$ cat config.mk
export PLATFORM = sky130hd
export DESIGN_NAME = dmem_arbiter
export DESIGN_NICKNAME = d
export VERILOG_FILES = /design/src/rtl/dmem_arbiter.sv
export SDC_FILE = /design/constraint.sdc
export NUM_CORES = 1
export LEC_CHECK = 0
export BUFFER_PORTS_ARGS = -buffer_cell sky130_fd_sc_hd__buf_2
export CAP_MARGIN = 20
export CORE_MARGIN = 8
export CORE_UTILIZATION = 35
export CTS_BUF_LIST = sky130_fd_sc_hd__clkbuf_2
export CTS_CLUSTER_DIAMETER = 150
export DETAILED_ROUTE_END_ITERATION = 16
export PLACE_DENSITY = 0.65
export SLEW_MARGIN = 20
export SYNTH_ARGS = -nofsm -noshare
export SYNTH_HDL_FRONTEND = slang
export SYNTH_SLANG_ARGS = --single-unit
$ cat constraint.sdc
create_clock -name clock -period 3.47 [get_ports clock]
set_input_delay 0.5205 -clock clock [delete_from_list [all_inputs] [get_ports clock]]
set_output_delay 0.5205 -clock clock [all_outputs]
set_load 0.02 [all_outputs]
$ cat src/rtl/dmem_arbiter.sv
// dmem_arbiter: shares the single-ported 2048x32 data memory between the
// pipeline MEM stage (CPU, priority) and a debug/loader port (DBG, one-word
// slots granted when the CPU is idle or after a bounded starvation wait).
// Optional build macro DMEM_DBG_WPROT_EN: blocks DBG writes below WPROT_TOP
// and reports them on dbg_err; without it dbg_err is held at 0.
module dmem_arbiter #(
  parameter int unsigned STARVE_LIMIT = 8,
  parameter int unsigned WPROT_TOP    = 256
) (
  input  logic        clock,
  input  logic        reset_n,
  input  logic        cpu_req,
  input  logic        cpu_we,
  input  logic [10:0] cpu_addr,
  input  logic [31:0] cpu_wdata,
  output logic [31:0] cpu_rdata,
  output logic        cpu_stall,
  input  logic        dbg_req,
  input  logic        dbg_we,
  input  logic [10:0] dbg_addr,
  input  logic [31:0] dbg_wdata,
  output logic [31:0] dbg_rdata,
  output logic        dbg_ack,
  output logic        dbg_err,
  output logic [10:0] mem_address,
  output logic [31:0] mem_in_data,
  output logic        mem_MemWrite,
  output logic        mem_MemRead,
  input  logic [31:0] mem_out_data
);

  typedef enum logic [1:0] {
    S_CPU     = 2'd0,
    S_DBG_ACC = 2'd1,
    S_DBG_ACK = 2'd2
  } state_t;

`ifdef DMEM_DBG_WPROT_EN
  localparam bit WPROT_ON = 1'b1;
`else
  localparam bit WPROT_ON = 1'b0;
`endif

  state_t      state;
  logic [7:0]  starve_cnt;
  logic        dbg_we_q;
  logic [10:0] dbg_addr_q;
  logic [31:0] dbg_wdata_q;
  logic        dbg_blocked;
  logic        grant;
  logic        in_acc;

  // Slot decision and write-protection qualification of the latched request
  always_comb begin
    in_acc      = (state == S_DBG_ACC);
    dbg_blocked = WPROT_ON && dbg_we_q && (32'(dbg_addr_q) < WPROT_TOP);
    grant       = (state == S_CPU) && dbg_req &&
                  (!cpu_req || (starve_cnt == 8'(STARVE_LIMIT - 1)));
  end

  // Arbitration FSM, starvation counter and registered DBG responses
  always_ff @(posedge clock or negedge reset_n) begin
    if (!reset_n) begin
      state       <= S_CPU;
      starve_cnt  <= '0;
      dbg_rdata   <= '0;
      dbg_ack     <= 1'b0;
      dbg_err     <= 1'b0;
      dbg_we_q    <= 1'b0;
      dbg_addr_q  <= '0;
      dbg_wdata_q <= '0;
    end else begin
      dbg_ack <= 1'b0;
      dbg_err <= 1'b0;
      case (state)
        S_CPU: begin
          if (grant) begin
            state       <= S_DBG_ACC;
            starve_cnt  <= '0;
            dbg_we_q    <= dbg_we;
            dbg_addr_q  <= dbg_addr;
            dbg_wdata_q <= dbg_wdata;
          end else if (dbg_req && cpu_req && (starve_cnt != '1)) begin
            starve_cnt <= starve_cnt + 8'd1;
          end
        end
        S_DBG_ACC: begin
          // mem_out_data already holds the negedge read of the latched address
          if (!dbg_we_q) dbg_rdata <= mem_out_data;
          dbg_ack <= 1'b1;
          dbg_err <= dbg_blocked;
          state   <= S_DBG_ACK;
        end
        S_DBG_ACK: state <= S_CPU;
        default:   state <= S_CPU;
      endcase
    end
  end

  // Memory port mux; strobes are gated by reset so an aborted slot never writes
  always_comb begin
    cpu_rdata = mem_out_data;
    cpu_stall = in_acc && cpu_req;
    if (in_acc) begin
      mem_address  = dbg_addr_q;
      mem_in_data  = dbg_wdata_q;
      mem_MemWrite = reset_n && dbg_we_q && !dbg_blocked;
      mem_MemRead  = reset_n && !dbg_we_q;
    end else begin
      mem_address  = cpu_addr;
      mem_in_data  = cpu_wdata;
      mem_MemWrite = reset_n && cpu_req && cpu_we;
      mem_MemRead  = reset_n && cpu_req && !cpu_we;
    end
  end

endmodule

==> impl_metrics.csv <==
group,metric,value,unit
status,status,"finished, final reports clean",
sta,fin_worst_skew,0.0278,ns
cells_and_area,fillers,1171,
setup_path,crit_path_end_kind,"primary output",
setup_path,worstSetupPathType,"flop to primary output",
worst_hold_path,hold_path_class,"input pin to flop",
routing,num_vias,3413,
floorplanning,die_h,125,um
power_and_ir_drop,p_seq_share,48.7,%
routing,dr.pass1.iters,4,
sta,finalSetupViolCount,0,
power_and_ir_drop,p_comb_share,35.5,%
floorplanning,core,0.0119,mm^2
routing,drt_iter0_drc,177,
synth,synth_area_per_cell,10.6,um^2
clock_network,clk_latency,0.50,ns
floorplanning,fp-row-count,40,
cells_and_area,fin_area,0.00536,mm^2
floorplanning,die_w,125,um
grt,antenna_found_initial,1,
floorplanning,dieArea,0.0157,mm^2
placed_design,hpwl,9400,um
synth,synth_top_family_by_area,"multiplexers",
power_and_ir_drop,p_clk_share,15.8,%
placed_design,placed_area,0.00525,mm^2
setup_path,required,2.95,ns
synth,muxShareOfSynthArea,21.1,%
clock_network,cts_root_buf,"clkbuf_2",
cells_and_area,num-nets-final,720,
synth,syn_area,0.00419,mm^2
synth,synth_cell_type_count,33,
run,max_cap_viol_count,0,
grt,grt_max_degree,52,
clock_network,cts_buffers,9,
clock_network,tritoncts,"built",
synth,synth-compound-area-share,1.76,%
synth,synthSimpleGateAreaFrac,15.2,%
sta,slew_headroom,57.4,%
routing,drc,0,
sta,tightest_slew,0.639,ns
clock_network,cts.sinks,87,
power_and_ir_drop,p_leak,2.90,nW
cells_and_area,drive_above_1_share,48.9,%
synth,synth-xor-area-share,0.627,%
cells_and_area,final_cell_mix,"buf_2 (233), nand2_1 (134), dfrtp_1 (87), mux2_1 (41), mux2_2 (35)",
sta,max_freq,323,MHz
sta,rsz0062_at_grt,"false",
cells_and_area,final_util,45.2,%
clock_network,clkTransAtPathRegs,0.21,ns
power_and_ir_drop,vdd_drop_max,0.000290,V
routing,avgRoutedWirePerCell,15.6,um
sta,fin_crit,3.09,ns
placed_design,gp_congestion,0.841,
synth,syn_nets,520,
synth,synthCells,395,
grt,overflow,0,
sta,min_period_over_period,89.1,%
sta,hold_viol,0,
floorplanning,initial_core_util,35.3,%
synth,yosysSeqAreaShare,52.0,%
sta,fin_tns_setup,0,ns
grt,first_global_vias,3650,
power_and_ir_drop,power.density,547,mW/mm^2
power_and_ir_drop,internal-power,1.89,mW
grt,grt_pass1_wl,18800,um
placed_design,io_buffers,234,
cells_and_area,layout_commonest_cell,"buf_2",
power_and_ir_drop,p_total,2.93,mW
setup_path,critPathMaxFanout,34,
setup_path,crit_path_start_kind,"flop",
synth,synthAdderAreaFrac,0.299,%
synth,ys_warn_count,0,
routing,ant_nets,0,
power_and_ir_drop,p_sw,1.04,mW
routing,finalWirelength,11700,um
clock_network,htree_levels,3,
clock_network,clk_path_buf_depth,2,
sta,slew_violations,0,
grt,track_usage,14.8,%
cells_and_area,syn_to_final_growth,27.9,%
synth,ys_seq_elements,87,
power_and_ir_drop,sw_frac_of_total,35.5,%
floorplanning,io_pins,236,
routing,vias_per_cell,4.58,
setup_path,critPathArrivalTime,2.57,ns
## timing repair
item,in CTS,in global routing
hold endpoints to repair,36,0
hold buffers,1,0
resized for setup,0,0
setup buffers,0,0
## area by class of cell
class / instances / area, um^2 / share of cell area (%)
timing repair buffer: 242 / 1250 / 23.3
sequential: 87 / 2180 / 40.6
inverter: 2 / 7.51 / 0.140
multi-input combinational: 253 / 1650 / 30.7
clock buffer: 11 / 55.1 / 1.03
tap: 147 / 184 / 3.43
clock inverter: 2 / 35.0 / 0.654
antenna: 1 / 2.50 / 0.0467
## logic make-up (layout without fill, tap and decap cells)
family	Yosys count	count (layout)
xor gates and xnor gates	3	3
other	1	2
adders and majority gates	1	1
muxes	79	79
and+or+nand+nor	159	159
AOI/OAI and AO/OA	10	10
DFF	87	87
buffers and inverters	55	257
## cell usage after synthesis
master	instances	area share (%)
dfrtp_1	87	52
nor3_1	1	0.12
a21boi_0	1	0.18
o2111ai_1	1	0.21
mux2_1	41	11
nand2b_1	1	0.15
mux2i_1	3	0.72
nor2_1	9	0.81
a211oi_1	1	0.18
o2111a_1	1	0.27
nand2_1	134	12
a31oi_1	1	0.15
and2_1	2	0.30
nand4_1	3	0.45
nor4bb_1	1	0.24
nand3_1	3	0.36
and3_1	3	0.45
buf_1	1	0.090
o31ai_1	1	0.18
buf_6	5	1.3
buf_4	34	6.1
conb_1	1	0.090
a21oi_1	1	0.12
mux2_2	35	9.4
nor3b_1	1	0.18
o211ai_1	1	0.18
o21a_1	1	0.18
clkbuf_1	13	1.2
o21ai_0	1	0.12
or4_1	1	0.18
xor2_1	3	0.63
inv_1	2	0.18
ha_1	1	0.30
## power by group through the flow
stage	clock (mW)	combinational, mW	sequential (mW)
finish	0.462	1.04	1.43
floorplan	0	0.475	1.63
CTS	0.500	1.07	1.43
global route	0.541	1.12	1.47
detailed placement	0	1.06	1.46
global placement	0	1.04	1.44
## stage by stage
step | hold slack, ns | std cells | worst slack [ns]
after floorplan | 0.225 | 395 | 1.35
after global placement | 0.469 | 730 | 1.00
after detailed placement | 0.475 | 730 | 0.940
after CTS | 0.126 | 744 | 0.244
after global routing | 0.116 | 745 | 0.0616
final | 0.216 | 745 | 0.378
## routing by layer
layer / part of all wire, % / vias to the layer above / track usage, % / wire length, um
met1: 40 / 1636 / 16.3 / 4710
met3: 6.7 / 5 / 4.89 / 780
met5: 0 / - / 0 / 0
met4: 0.83 / 0 / 4.58 / 97
met2: 52 / 112 / 26.4 / 6060
li1: - / 1660 / - / -
## final timing paths
path | startpoint | end | slack (ns) | depth (start not counted)
min reg2reg | dbg_addr_q[10] | dbg_addr_q[10] | 0.51 | 1
max | state[1] | mem_address[3] | 0.38 | 6
max in group asynchronous | reset_n | dbg_rdata[8] | 1.92 | 3
min | dbg_wdata[27] | dbg_wdata_q[27] | 0.22 | 2
min in group asynchronous | reset_n | dbg_we_q | 0.49 | 2
max reg2reg | starve_cnt[3] | dbg_wdata_q[6] | 1.06 | 5
## registers in the layout (all words and copies together), names as in the netlist
name and flops:
dbg_ack 1, dbg_addr_q 11, dbg_rdata 32, dbg_wdata_q 32
dbg_we_q 1, starve_cnt 8, state 2
## critical path, cell delays in order (launching register included)
cell,delay [ns]
dfrtp_1,0.44
nand2b_2,0.41
inv_1,0.46
buf_4,0.40
nand2_1,0.11
nand2_1,0.07
buf_2,0.16
Note: power is estimated with default switching activity, not from simulation.
